$ cat src/rtl/fdc_meas_sequencer.sv
// Gated edge-count sequencer: two asynchronous pulse inputs share one saturating
// counter via round-robin selection; each gate result is returned over valid/ready.
module fdc_meas_sequencer #(
  parameter int CNT_W = 16,
  parameter int WIN_W = 16
) (
  input  logic             clk,
  input  logic             rst_n,
  input  logic             ena,
  input  logic [1:0]       sig_in,
  input  logic [1:0]       ch_en,
  input  logic [WIN_W-1:0] win_len,
  input  logic             start,
  input  logic             continuous,
  input  logic             res_ready,
  output logic             res_valid,
  output logic [CNT_W-1:0] res_count,
  output logic             res_chan,
  output logic             res_ovf,
  output logic             busy,
  output logic             gate
);

  typedef enum logic [1:0] {ST_IDLE, ST_GATE, ST_HOLD} state_t;

  state_t           state_q, state_d;
  logic [1:0]       sync1_q, sync1_d, sync2_q, sync2_d, hist_q, hist_d;
  logic [WIN_W-1:0] win_cnt_q, win_cnt_d;
  logic [CNT_W-1:0] cnt_q, cnt_d, res_count_q, res_count_d;
  logic             ovf_q, ovf_d, res_ovf_q, res_ovf_d;
  logic             chan_q, chan_d, res_chan_q, res_chan_d;
  logic             last_chan_q, last_chan_d;

  logic [1:0]       strobe;
  logic             sel_strobe;
  logic             can_run;
  logic             load;
  logic             pick;
  logic [WIN_W-1:0] win_load;
  logic [CNT_W-1:0] acc_cnt;
  logic             acc_ovf;

  // Saturating increment; an attempt at all-ones latches the overflow flag.
  function automatic logic [CNT_W:0] sat_inc(input logic [CNT_W-1:0] cnt,
                                             input logic ovf, input logic inc);
    logic [CNT_W-1:0] ones;
    ones = '1;
    if (!inc)             sat_inc = {ovf, cnt};
    else if (cnt == ones) sat_inc = {1'b1, cnt};
    else                  sat_inc = {ovf, cnt + {{(CNT_W-1){1'b0}}, 1'b1}};
  endfunction

  function automatic logic pick_chan(input logic [1:0] en, input logic last);
    if (en == 2'b11) pick_chan = ~last;
    else             pick_chan = en[1];
  endfunction

  assign strobe     = sync2_q & ~hist_q;
  assign sel_strobe = strobe[chan_q];
  assign can_run    = ena & (|ch_en);
  assign pick       = pick_chan(ch_en, last_chan_q);
  assign win_load   = (win_len == '0) ? {{(WIN_W-1){1'b0}}, 1'b1} : win_len;
  assign {acc_ovf, acc_cnt} = sat_inc(cnt_q, ovf_q, sel_strobe);

  always_comb begin
    sync1_d     = sig_in;
    sync2_d     = sync1_q;
    hist_d      = sync2_q;
    state_d     = state_q;
    win_cnt_d   = win_cnt_q;
    cnt_d       = cnt_q;
    ovf_d       = ovf_q;
    chan_d      = chan_q;
    last_chan_d = last_chan_q;
    res_count_d = res_count_q;
    res_ovf_d   = res_ovf_q;
    res_chan_d  = res_chan_q;
    load        = 1'b0;

    if (!ena) begin
      state_d = ST_IDLE;
      cnt_d   = '0;
      ovf_d   = 1'b0;
    end else begin
      case (state_q)
        ST_IDLE: begin
          if ((start | continuous) & can_run) load = 1'b1;
        end
        ST_GATE: begin
          cnt_d     = acc_cnt;
          ovf_d     = acc_ovf;
          win_cnt_d = win_cnt_q - {{(WIN_W-1){1'b0}}, 1'b1};
          // The final gate cycle's strobe is folded into the published result.
          if (win_cnt_q == {{(WIN_W-1){1'b0}}, 1'b1}) begin
            state_d     = ST_HOLD;
            res_count_d = acc_cnt;
            res_ovf_d   = acc_ovf;
            res_chan_d  = chan_q;
          end
        end
        ST_HOLD: begin
          if (res_ready) begin
            if (continuous & can_run) load = 1'b1;
            else                      state_d = ST_IDLE;
          end
        end
        default: state_d = ST_IDLE;
      endcase
    end

    if (load) begin
      state_d     = ST_GATE;
      chan_d      = pick;
      last_chan_d = pick;
      win_cnt_d   = win_load;
      cnt_d       = '0;
      ovf_d       = 1'b0;
    end
  end

  always_ff @(posedge clk or negedge rst_n) begin
    if (!rst_n) begin
      state_q     <= ST_IDLE;
      sync1_q     <= '0;
      sync2_q     <= '0;
      hist_q      <= '0;
      win_cnt_q   <= '0;
      cnt_q       <= '0;
      ovf_q       <= 1'b0;
      chan_q      <= 1'b0;
      last_chan_q <= 1'b1;
      res_count_q <= '0;
      res_ovf_q   <= 1'b0;
      res_chan_q  <= 1'b0;
    end else begin
      state_q     <= state_d;
      sync1_q     <= sync1_d;
      sync2_q     <= sync2_d;
      hist_q      <= hist_d;
      win_cnt_q   <= win_cnt_d;
      cnt_q       <= cnt_d;
      ovf_q       <= ovf_d;
      chan_q      <= chan_d;
      last_chan_q <= last_chan_d;
      res_count_q <= res_count_d;
      res_ovf_q   <= res_ovf_d;
      res_chan_q  <= res_chan_d;
    end
  end

  assign res_valid = (state_q == ST_HOLD);
  assign busy      = (state_q != ST_IDLE);
  assign gate      = (state_q == ST_GATE);
  assign res_count = res_count_q;
  assign res_chan  = res_chan_q;
  assign res_ovf   = res_ovf_q;

endmodule

$ cat config.mk
export PLATFORM = sky130hd
export DESIGN_NAME = fdc_meas_sequencer
export DESIGN_NICKNAME = d
export VERILOG_FILES = /design/src/rtl/fdc_meas_sequencer.sv
export SDC_FILE = /design/constraint.sdc
export NUM_CORES = 1
export LEC_CHECK = 0
export CAP_MARGIN = 10
export CORE_AREA = 4 4 103 96
export CTS_CLUSTER_SIZE = 24
export DETAILED_ROUTE_END_ITERATION = 12
export DIE_AREA = 0 0 107 100
export GPL_TIMING_DRIVEN = 0
export SLEW_MARGIN = 20
export SYNTH_ARGS = -nofsm -noshare
export SYNTH_HDL_FRONTEND = slang
export SYNTH_SLANG_ARGS = --single-unit
$ cat constraint.sdc
create_clock -name clk -period 4.2 [get_ports clk]
set_input_delay 0.63 -clock clk [delete_from_list [all_inputs] [get_ports clk]]
set_output_delay 0.63 -clock clk [all_outputs]
set_load 0.005 [all_outputs]
Word-level counts from Yosys, hierarchy flattened
Index checks and enable logic that the tools add are counted.
Storage, ports and cells
  RAM bits: 0
  flip-flop bits (word level): 61
  memories kept: 0
  memory bits (read-only): 0
  latch bits: 0
Cells by class
  $add $sub $neg: 2
  bitwise logic cells: 7
  magnitude comparators: 1
  divide/modulo/power cells: 0
  reductions and logical operators: 9
  equality and inequality tests: 10
  muxes and demuxes: 26
  shifts and indexed selects: 0
  multipliers: 0
Operators with widths (number)
  2-to-1 mux 16 bit: 7
  2-to-1 mux 17 bit: 2
  adder 16 x 1 -> 16 bit (second input constant): 1
  == test 16 x 1 -> 1 bit (second input constant): 1
  == test 16 bit (second input constant): 1
  logical NOT 16 bit: 1
  subtractor 16 x 1 -> 16 bit (second input constant): 1
  2-to-1 mux 1 bit: 10
  2-to-1 mux 2 bit: 5
  case mux 2 bit (3 select lines): 1
  nonzero test 2 bit: 3
  == test 2 bit (second input constant): 2
  inequality test 4 x 2 -> 1 bit (second input constant): 1
  inequality test 4 x 3 -> 1 bit (second input constant): 1
  inequality test 4 bit (second input constant): 1
  AND reduction 4 bit: 1
  AND 1 bit: 3
  inequality test 3 x 2 -> 1 bit (second input constant): 1
  inequality test 3 bit (second input constant): 1
  AND reduction 3 bit: 1
  AND 2 bit: 1
  == test 2 x 1 -> 1 bit (second input constant): 1
  logical NOT 2 bit: 1
  < comparator 1 x 2 -> 1 bit (second input constant): 1
  other kinds (6): 6

Longest topological paths before layout
  depth in word-level cells: 9
  depth in mapped cells: 8

Least setup slack after synthesis
No wires, ideal clock.
  path kind: flip-flop to flip-flop
  start: reg win_cnt_q[6]
  end: reg win_cnt_q[11]
  setup slack: 2.113 ns
  clock period less this slack: 2.087 ns
  cell stages (with the launch flop): 7
  arrival time: 1.961 ns
  path buffers: 1
  library setup time: 0.126 ns
  data required time: 4.074 ns
  path through: dfrtp_1 -> or4_4 -> or4_4 -> buf_6 -> o21ai_1 -> o21ai_1 -> a221o_1
On the way
  cells in the longest elaborated chain, start to end: 4
RTL lines
  start: declaration: line 28  | logic [WIN_W-1:0] win_cnt_q, win_cnt_d;
  start signal: assignment: line 140  | win_cnt_q <= win_cnt_d;
  subtractor 16 x 1 -> 16 bit: line 92  | win_cnt_d = win_cnt_q - {{(WIN_W-1){1'b0}}, 1'b1};
  2-to-1 mux 16 bit: line 85  | case (state_q)
  2-to-1 mux 16 bit: line 80  | if (!ena) begin
  2-to-1 mux 16 bit: line 111  | if (load) begin
Every way passes these cells. The select of a mux whose other input is x is not followed.
A chain may end at the register's enable or synchronous reset.

Worst setup path after layout
  start: in ena
  end: reg cnt_q[7]
On the way
  cells in the longest elaborated chain, start to end: 7
RTL lines
  start: declaration: line 9  | input logic ena,
  AND 1 bit: line 60  | assign can_run = ena & (|ch_en);
  AND 1 bit: line 103  | if (continuous & can_run) load = 1'b1;
  2-to-1 mux 1 bit: line 103
  2-to-1 mux 1 bit: line 102  | if (res_ready) begin
  case mux 1 bit (2 select lines): line 85
  2-to-1 mux 1 bit: line 80
  inequality test 3 x 2 -> 1 bit (no source line) or 2-to-1 mux 16 bit (tied branches)
  end signal: assignment: line 141  | cnt_q <= cnt_d;
  end: declaration: line 29  | logic [CNT_W-1:0] cnt_q, cnt_d, res_count_q, res_count_d;
Several ways; a longest one is shown, not always the timed one.

==> results.sh <==
export IMPL_holdWs_ns=0.145
export IMPL_fin_crit_ns=2.72
export IMPL_cts_made_buffers=9
export IMPL_stdcell_count=528
export IMPL_post_synth_top_count_cell="dfrtp_1"
export IMPL_cts_resized=0
export IMPL_synth_warnings=0
export IMPL_drt_iter0_drc=145
export IMPL_coreArea_um2=8840
export IMPL_multi_input_comb_area_um2=1670
export IMPL_grt_pass1_wl_mm=14.1
export IMPL_dr_pass1_iters=4
export IMPL_power_mw=1.64
export IMPL_antenna_found_initial=0
export IMPL_internal_power_mw=1.18
export IMPL_syn_to_final_growth_pct=26.9
export IMPL_vias=2890
export IMPL_fin_worst_skew_ns=0.00963
export IMPL_seqCellArea_um2=1530
export IMPL_overflow=0
export IMPL_hold_viol_final=0
export IMPL_tightest_slew_ns=0.995
export IMPL_layout_nets=430
export IMPL_wl_per_cell_um=16.4
export IMPL_worstSetupStartpointType="input port"
export IMPL_crit_top_cell="o21ai_0"
export IMPL_seqPwrFrac=0.443
export IMPL_synth_cells=343
export IMPL_synthFlopType="dfrtp_1"
export IMPL_slowest_stage="o221ai_1"
export IMPL_start_util=0.371
export IMPL_worstPathArrival_ns=2.95
export IMPL_synthesis_nets=372
export IMPL_io_buffers=46
export IMPL_ys_async_sr_fraction=1.00
export IMPL_crit_path_end_kind="register"
export IMPL_clock_latency_ns=0.34
export IMPL_synth_common_cells="60 x dfrtp_1, 38 x nand2_1, 24 x o21ai_1"
export IMPL_cts_sinks=61
export IMPL_max_cap_violations=0
export IMPL_num_io_pins=47
export IMPL_crit_start="ena"
export IMPL_tns_ns=0
export IMPL_rsz0062_at_grt="false"
export IMPL_via_per_inst=5.47
export IMPL_yosysSeqAreaShare=0.466
export IMPL_grt_pass1_vias=2762
export IMPL_postCtsHoldBufs=0
export IMPL_ys_ff_latch=61
export IMPL_setup_violations=0
export IMPL_ant_nets=0
export IMPL_status="finished clean"
export IMPL_combPwrFrac=0.171
export IMPL_synth_cell_types=66
export IMPL_hp_class="input port to asynchronous set/reset pin"
export IMPL_switching_share=0.279
export IMPL_post_synth_cell_area_avg_um2=9.55
export IMPL_power_leakage_nw=1.62
export IMPL_pwr_share_clk=0.386
export IMPL_cts_tree="done"
export IMPL_min_period_over_period=0.648
export IMPL_htree_levels=3
export IMPL_timing_rr_start="win_cnt_q[12]$_DFFE_PN0P_"
export IMPL_power_density_nw_per_um2=393
export IMPL_grt_max_degree=49
export IMPL_cts_buffer_depth=2
export IMPL_fin_util=0.471
export IMPL_syn_area_um2=3280
export IMPL_fp_dieArea_um2=10700
export IMPL_synth_edf_count=0
export IMPL_fp_dieH_um=100
export IMPL_synth_top_area_cell="dfrtp_1"
export IMPL_row_count=33
export IMPL_ir_drop_uv=155
export IMPL_die_w_um=107
export IMPL_dp_hpwl_mm=6.40
export IMPL_use_met3=0.0277
export IMPL_layout_drive_gt1_share=0.0862
export IMPL_numPlacedInstances=512
export IMPL_cp_cell_sequence="clkdlybuf4s50_1 > o21ai_0 > o21ba_2 > o221ai_1 > o21ai_0 > a22o_1"
export IMPL_critPathKind="input port to register"
export IMPL_yosys_top_cells_area="dfrtp_1 46%, nand2_1 4.4%, xnor2_1 3.7%"
export IMPL_drcViolationCount=0
export IMPL_drv_slew=0
export IMPL_clkTransAtPathRegs_ns=0.07
export IMPL_clock_root_buffer="clkbuf_8"
export IMPL_wirelength_mm=8.66
export IMPL_netlist_area_leader_share=0.458
export IMPL_required_ns=4.42
export IMPL_antenna_cells=0
export IMPL_max_stage_delay_ns=0.78
export IMPL_use_met2=0.246
export IMPL_grtUsageTotal=0.167
export IMPL_max_freq_mhz=368
export IMPL_path_max_fanout=9
export IMPL_use_met1=0.248
export IMPL_p_sw_mw=0.457
export IMPL_gp_congestion=0.830
export IMPL_slew_headroom=0.337
export IMPL_fill_cells=868
export IMPL_cts_setup_buffers=0
export IMPL_top_usage_layer="met1"
power groups by stage:
stage | Clock (mW) | Combinational [mW] | Sequential (mW)
floorplan | 0 | 0.180 | 0.717
global placement | 0 | 0.270 | 0.732
detailed placement | 0 | 0.279 | 0.733
CTS | 0.637 | 0.280 | 0.723
global route | 0.664 | 0.308 | 0.734
finish | 0.631 | 0.280 | 0.724
state kept, by name, indices dropped and copies added, names as in the netlist, 2 cells and up:
register   flops
cnt_q         16
hist_d         2
hist_q         2
res_count     16
state_q        2
sync1_q        2
win_cnt_q     16
per-layer routing:
layer / share of wire / routed length (um) / vias to the layer above
li1: - / - / 1387
met1: 0.50 / 4320 / 1415
met2: 0.44 / 3780 / 72
met3: 0.044 / 379 / 16
met4: 0.021 / 181 / 0
met5: 0 / 0 / -
per-stage QoR:
step                      worst slack (ns)  instance area (um2)
after detailed placement              1.16                 3920
final                                 1.48                 4160
after global routing                  1.38                 4160
after floorplan                       2.11                 3280
after CTS                             1.51                 4160
after global placement               0.466                 3890
path summary, 6_finish.rpt:
| path | end | slack, ns | cells after the start |
|---|---|---|---|
| worst max-delay path | cnt_q[7]$_DFFE_PN0P_ | 1.48 | 6 |
| worst min-delay path | state_q[1]$_DFFE_PN0P_ | 0.14 | 1 |
| worst max register to register | res_count[6]$_DFFE_PN0P_ | 1.72 | 5 |
| worst min register to register | hist_d[1]$_DFF_PN0_ | 0.35 | 0 |
| max in group asynchronous | win_cnt_q[11]$_DFFE_PN0P_ | 3.54 | 2 |
| min in group clk | hist_d[1]$_DFF_PN0_ | 0.35 | 0 |
critical path: cells and delay by family:
kind / cells / cell delay (ns)
compound gates: 5 / 1.72
buf+inv: 1 / 0.59
final cells by class:
class	count	share of cell area
Sequential cell	61	0.367
Tap cell	122	0.0367
Inverter	6	0.00542
Buffer	13	0.0135
Clock buffer	13	0.0430
Multi-Input combinational cell	263	0.402
Timing Repair Buffer	47	0.117
Clock inverter	3	0.0156
cell usage in the layout, fill, tap and decap left out, types with 3 or more instances in the layout:
master,Yosys,layout
nor4_1,7,7
nor2_1,19,19
nor3b_1,3,3
xnor2_1,14,14
a31oi_1,5,5
inv_1,6,6
o21ai_0,20,20
clkbuf_8,0,13
nand2b_1,3,3
clkbuf_1,11,11
nor4b_1,3,3
and4_1,4,4
nand3_1,14,14
ha_1,3,3
o21ai_1,24,24
clkdlybuf4s50_1,0,45
xor2_1,6,6
a211oi_1,3,3
dfrtp_1,60,60
and3_1,3,3
a21o_1,4,4
a22o_1,4,4
nand4_1,6,6
nor3_1,10,10
and2_1,4,4
a21oi_1,16,16
nand2_1,38,38
cells by family (layout without fill, tap and decap cells):
logic type	count (synthesis)	in the layout	share of synthesized area
flip-flops	61	61	0.466
AO/OA/AOI/OAI	103	103	0.208
XOR/XNOR	20	20	0.0535
buffers and inverters	19	82	0.0241
adder cells (fa/ha/maj)	3	3	0.0115
AND/OR/NAND/NOR	134	134	0.227
multiplexers	3	3	0.00993
(Power assumes the default switching activity.)
